**config.mk**
```make
export PLATFORM = sky130hd
export DESIGN_NAME = maxnet_controller
export DESIGN_NICKNAME = d
export VERILOG_FILES = /design/src/rtl/maxnet_controller.sv
export SDC_FILE = /design/constraint.sdc
export NUM_CORES = 1
export LEC_CHECK = 0
export ABC_AREA = 0
export ABC_CLOCK_PERIOD_IN_PS = 2220
export CAP_MARGIN = 15
export CORE_MARGIN = 1.5
export CORE_UTILIZATION = 43
export DETAILED_ROUTE_END_ITERATION = 16
export PLACE_DENSITY = 0.74
export SLEW_MARGIN = 0
export SYNTH_ARGS = -nofsm -noshare
export SYNTH_HDL_FRONTEND = slang
export SYNTH_SLANG_ARGS = --single-unit
```
**constraint.sdc**
```tcl
create_clock -name clk -period 2.22 [get_ports clk]
set_clock_uncertainty 0.2 [all_clocks]
set_input_delay 0.444 -clock clk [delete_from_list [all_inputs] [get_ports clk]]
set_output_delay 0.444 -clock clk [all_outputs]
set_load 0.005 [all_outputs]
```
**src/rtl/maxnet_controller.sv**
```systemverilog
// -----------------------------------------------------------------------------
// maxnet_controller
//   Sequencing FSM for a four-neuron MaxNet datapath. A run loads the initial
//   activations, then alternates CHECK (inspect neuron-activity flags) and
//   UPDATE (commit one inhibition step) until at most one neuron is nonzero
//   or the iteration limit is hit. The outcome is latched, done pulses for
//   one cycle and the FSM returns to IDLE.
//
// Ports
//   clk, rst          : clock, synchronous active-high reset
//   start             : run request, sampled only in IDLE
//   z1..z4            : datapath flags, zi=1 when neuron i is nonzero
//   ld_init           : one-cycle load of external inputs into neuron regs
//   ld_update         : one-cycle commit of an inhibition step
//   busy              : high in every state except IDLE
//   done              : one-cycle completion pulse
//   found, timeout    : latched outcome of the last run
//   winner            : latched index of the surviving neuron (z1->0 .. z4->3)
//   iter_count        : update steps performed in the current or last run
// -----------------------------------------------------------------------------
module maxnet_controller #(
  parameter int unsigned MAX_ITER  = 63,
  parameter int unsigned CNT_WIDTH = 6
) (
  input  logic                 clk,
  input  logic                 rst,
  input  logic                 start,
  input  logic                 z1,
  input  logic                 z2,
  input  logic                 z3,
  input  logic                 z4,
  output logic                 ld_init,
  output logic                 ld_update,
  output logic                 busy,
  output logic                 done,
  output logic                 found,
  output logic                 timeout,
  output logic [1:0]           winner,
  output logic [CNT_WIDTH-1:0] iter_count
);

  typedef enum logic [2:0] {
    IDLE,
    LOAD,
    CHECK,
    UPDATE,
    FINISH
  } state_e;

  localparam logic [CNT_WIDTH-1:0] MAX_CNT = CNT_WIDTH'(MAX_ITER);

  state_e                 state_q, state_d;
  logic                   found_q, found_d;
  logic                   timeout_q, timeout_d;
  logic [1:0]             winner_q, winner_d;
  logic [CNT_WIDTH-1:0]   iter_q, iter_d;

  logic [2:0]             n_active;
  logic                   at_most_one;

  // Number of neurons still active; only consulted in CHECK.
  always_comb begin
    n_active    = {2'b00, z1} + {2'b00, z2} + {2'b00, z3} + {2'b00, z4};
    at_most_one = (n_active <= 3'd1);
  end

  // State and result registers
  always_ff @(posedge clk) begin
    if (rst) begin
      state_q   <= IDLE;
      found_q   <= 1'b0;
      timeout_q <= 1'b0;
      winner_q  <= '0;
      iter_q    <= '0;
    end else begin
      state_q   <= state_d;
      found_q   <= found_d;
      timeout_q <= timeout_d;
      winner_q  <= winner_d;
      iter_q    <= iter_d;
    end
  end

  // Next-state and result update
  always_comb begin
    state_d   = state_q;
    found_d   = found_q;
    timeout_d = timeout_q;
    winner_d  = winner_q;
    iter_d    = iter_q;
    unique case (state_q)
      IDLE: begin
        if (start) state_d = LOAD;
      end
      LOAD: begin
        found_d   = 1'b0;
        timeout_d = 1'b0;
        winner_d  = '0;
        iter_d    = '0;
        state_d   = CHECK;
      end
      CHECK: begin
        if (at_most_one) begin
          state_d   = FINISH;
          found_d   = (n_active == 3'd1);
          timeout_d = 1'b0;
          // One-hot to index; yields 0 when no neuron is active.
          winner_d  = {z3 | z4, z2 | z4};
        end else if (iter_q == MAX_CNT) begin
          state_d   = FINISH;
          found_d   = 1'b0;
          timeout_d = 1'b1;
          winner_d  = '0;
        end else begin
          state_d   = UPDATE;
        end
      end
      UPDATE: begin
        if (iter_q != '1) iter_d = iter_q + 1'b1;
        state_d = CHECK;
      end
      FINISH: begin
        state_d = IDLE;
      end
      default: begin
        state_d = IDLE;
      end
    endcase
  end

  // Moore output decode
  always_comb begin
    ld_init   = 1'b0;
    ld_update = 1'b0;
    busy      = 1'b1;
    done      = 1'b0;
    unique case (state_q)
      IDLE:    busy      = 1'b0;
      LOAD:    ld_init   = 1'b1;
      CHECK:   ;
      UPDATE:  ld_update = 1'b1;
      FINISH:  done      = 1'b1;
      default: busy      = 1'b0;
    endcase
  end

  assign found      = found_q;
  assign timeout    = timeout_q;
  assign winner     = winner_q;
  assign iter_count = iter_q;

endmodule

```
==> results.sh, run 1 <==
export IMPL_ys_top_cells_by_area="dfxtp_1 (31%), ha_1 (5.9%), o2bb2ai_1 (5.1%)"
export IMPL_worstSkewPairLatency_ps=280
export IMPL_critical_path_arrival_ps=1510
export IMPL_clockBufferDepth=2
export IMPL_cts_root_buffer="clkbuf_4"
export IMPL_syn_to_final_growth_pct=38.24
export IMPL_synth_distinct_cells=39
export IMPL_peakVddDrop_mv=0.3670
export IMPL_worst_slew_pin_slew_ps=344.5
export IMPL_start_util_pct=47.72
export IMPL_clk_pin_slew_ps=80
export IMPL_layout_cells_non_filler=148
export IMPL_drive_gt1_share_pct=27.64
export IMPL_synth_top_area_share_pct=30.59
export IMPL_num_antenna_cells=0
export IMPL_ys_seq_area_share_pct=30.59
export IMPL_synth_seq_cells=13
export IMPL_async_flop_share_pct=0
export IMPL_numCtsBuffers=3
export IMPL_place_gp_congestion=0.8151
export IMPL_rsz0062_at_grt="false"
export IMPL_hpwl_mm=1.469
export IMPL_syn_num_nets=106
export IMPL_start_kind="flop"
export IMPL_avgSynthCellArea_sq_um=9.051
export IMPL_crit_required_ps=1580
export IMPL_die_y_um=47.48
export IMPL_finalCritPeriodShare_pct=97.00
export IMPL_tritoncts="built"
export IMPL_placed_cells=142
export IMPL_routed_wl_mm=1.867
export IMPL_die_w_um=47.48
export IMPL_reg2reg_to="winner[0]$_SDFFE_PP0P_"
export IMPL_period_minus_slack_ps=2153
export IMPL_r2r_cells=4
export IMPL_worst_hold_path_type="primary input to flop"
export IMPL_slew_viol_final=0
export IMPL_core_sq_mm=0.001783
export IMPL_powerDensity_mw_per_mm2=469.2
export IMPL_hold_path_cell_count=3
export IMPL_path_max_fanout=11
export IMPL_postLayoutSetupSlackWorst_ps=66.59
export IMPL_antenna_found_initial=0
export IMPL_r2r_slack_ps=490
export IMPL_setup_viol=0
export IMPL_drt_first_pass_iters=4
export IMPL_synth_commonest_cells="dfxtp_1 (13), inv_1 (8), nand2_1 (8)"
export IMPL_power_total_uw=551.8
export IMPL_htree_levels=1
export IMPL_yosys_cell_count_top_type="dfxtp_1"
export IMPL_vias=778
export IMPL_final_nets=136
export IMPL_ioPinCount=21
export IMPL_cp_end_kind="output pin"
export IMPL_grt_overflow=0
export IMPL_pre_cts_slack_ps=-729.1
export IMPL_clock_fmax_ghz=0.4644
export IMPL_syn_inst=94
export IMPL_hold_end="winner[0]$_SDFFE_PP0P_"
export IMPL_wl_per_cell_um=12.61
export IMPL_drcViolationCount=0
export IMPL_ant_nets=0
export IMPL_tns_ps=0
export IMPL_synth_top_cell_by_area="dfxtp_1"
export IMPL_drtIter0Drc=14
export IMPL_grt_start_max_net_pins=12
export IMPL_synthesis_area_sq_um=850.8
export IMPL_port_buffers=20
export IMPL_hp_start="z2"
export IMPL_yosys_warnings=0
export IMPL_relSlewSlack_pct=76.71
export IMPL_hold_violations=0
export IMPL_path_class="flop to output pin"
export IMPL_dieArea_sq_mm=0.002254
export IMPL_grt_first_pass_wirelength_mm=2.953
export IMPL_via_per_inst=5.257
export IMPL_grt_usage_pct=19.07
export IMPL_rows=15
export IMPL_status="completed"
export IMPL_p_leak_uw=0.0004998
export IMPL_whs_ps=252.1
export IMPL_cap_viol_max_count=0
export IMPL_cts_sinks=13
export IMPL_synth_edf_count=0
export IMPL_timing_rr_start="iter_count[0]$_SDFFE_PP0P_"
export IMPL_first_global_vias=664
export IMPL_ys_flop_type="dfxtp_1"
[layout by cell type, fill, tap and decap left out, types with 3 or more instances in the layout]
cell             netlist  layout
a211oi_1               3       3
nand2_1                8       8
nand3_1                4       4
nor2_1                 7       6
clkdlybuf4s50_1        0      15
clkbuf_4               0       3
buf_4                  1      10
inv_1                  8       4
dfxtp_1               13      12
o2bb2ai_1              5       5
inv_2                  1       4
[worst max-delay path: stages, from the launching register on]
cell and delay [ps]:
dfxtp_1 320, buf_4 180, and3b_1 230, clkdlybuf4s50_1 500
[registers in the layout, indices dropped and copies added (netlist names)]
name,flops
winner,2
found,1
timeout,1
state_q,3
iter_count,6
[area by class of cell]
cell class                 instances  area (sq um)
clock buffer                       3         22.52
clock inverter                     1         5.005
fill                             148         606.8
inverter                           9         41.29
multi-input combinational         67         553.0
sequential                        13         261.5
tap                               25         31.28
timing repair buffer              30         261.5
[worst max path at each step]
stage                                        from                      to  slack [ps]  depth (start not counted)
after global routing                           z4  winner[0]$_SDFFE_PP0P_         0.3                         10
after detailed placement                       z4  winner[0]$_SDFFE_PP0P_        -730                         10
after floorplan                                z4  winner[0]$_SDFFE_PP0P_          -1                          9
after global placement                         z4  winner[0]$_SDFFE_PP0P_        -670                         10
after CTS                                      z4  winner[0]$_SDFFE_PP0P_          10                         10
final                     state_q[2]$_SDFFE_PP0P_               ld_update          70                          3
[metrics by stage]
step                      utilization, %  area (sq um)
after floorplan                        -         872.1
after global placement             63.44          1131
after detailed placement           63.44          1131
after CTS                          65.61          1170
after global routing               65.96          1176
final                              65.96          1176
[what timing repair did]
action                     in CTS  in global routing
setup endpoints to repair       9                  4
resized for setup              10                  8
pin swaps                       3                  3
hold buffers                    0                  0
setup buffers                   1                  1
[logic make-up (layout without fill, tap and decap cells)]
kind of cell | after synthesis | in the layout | share of synthesized area, %
muxes | 2 | 2 | 2.353
DFF | 13 | 13 | 30.59
adders and majority gates | 5 | 5 | 8.236
xor gates and xnor gates | 1 | 1 | 1.030
AOI/OAI and AO/OA | 22 | 22 | 21.32
and+or+nand+nor | 37 | 37 | 28.68
buffers and inverters | 14 | 43 | 7.794
[layer usage]
metal | share of wire, % | global-route usage, % | vias up
li1 | - | - | 394
met1 | 43 | 25.12 | 363
met2 | 52 | 28.65 | 19
met3 | 4.9 | 7.547 | 2
met4 | 0.32 | 6.111 | 0
met5 | 0 | 0 | -
[power by group]
part / total [uW] / internal (uW) / switching, uW / leakage (uW)
logic: 156 / 82.6 / 73.0 / 0.000377
registers: 246 / 241 / 5.22 / 0.000106
clock network: 151 / 67.0 / 83.5 / 0.0000177
total: 552 / 390 / 162 / 0.000500
Power figures use the tool's default switching activity.
==> run 2, diff against run 1 <==
--- a/config.mk
+++ b/config.mk
@@ -5,7 +5,6 @@
 export SDC_FILE = /design/constraint.sdc
 export NUM_CORES = 1
 export LEC_CHECK = 0
-export ABC_AREA = 0
 export ABC_CLOCK_PERIOD_IN_PS = 2220
 export CAP_MARGIN = 15
 export CORE_MARGIN = 1.5
==> results of run 2 <==
Same layout as run 1: the final DEF is identical, and so are final timing and power.
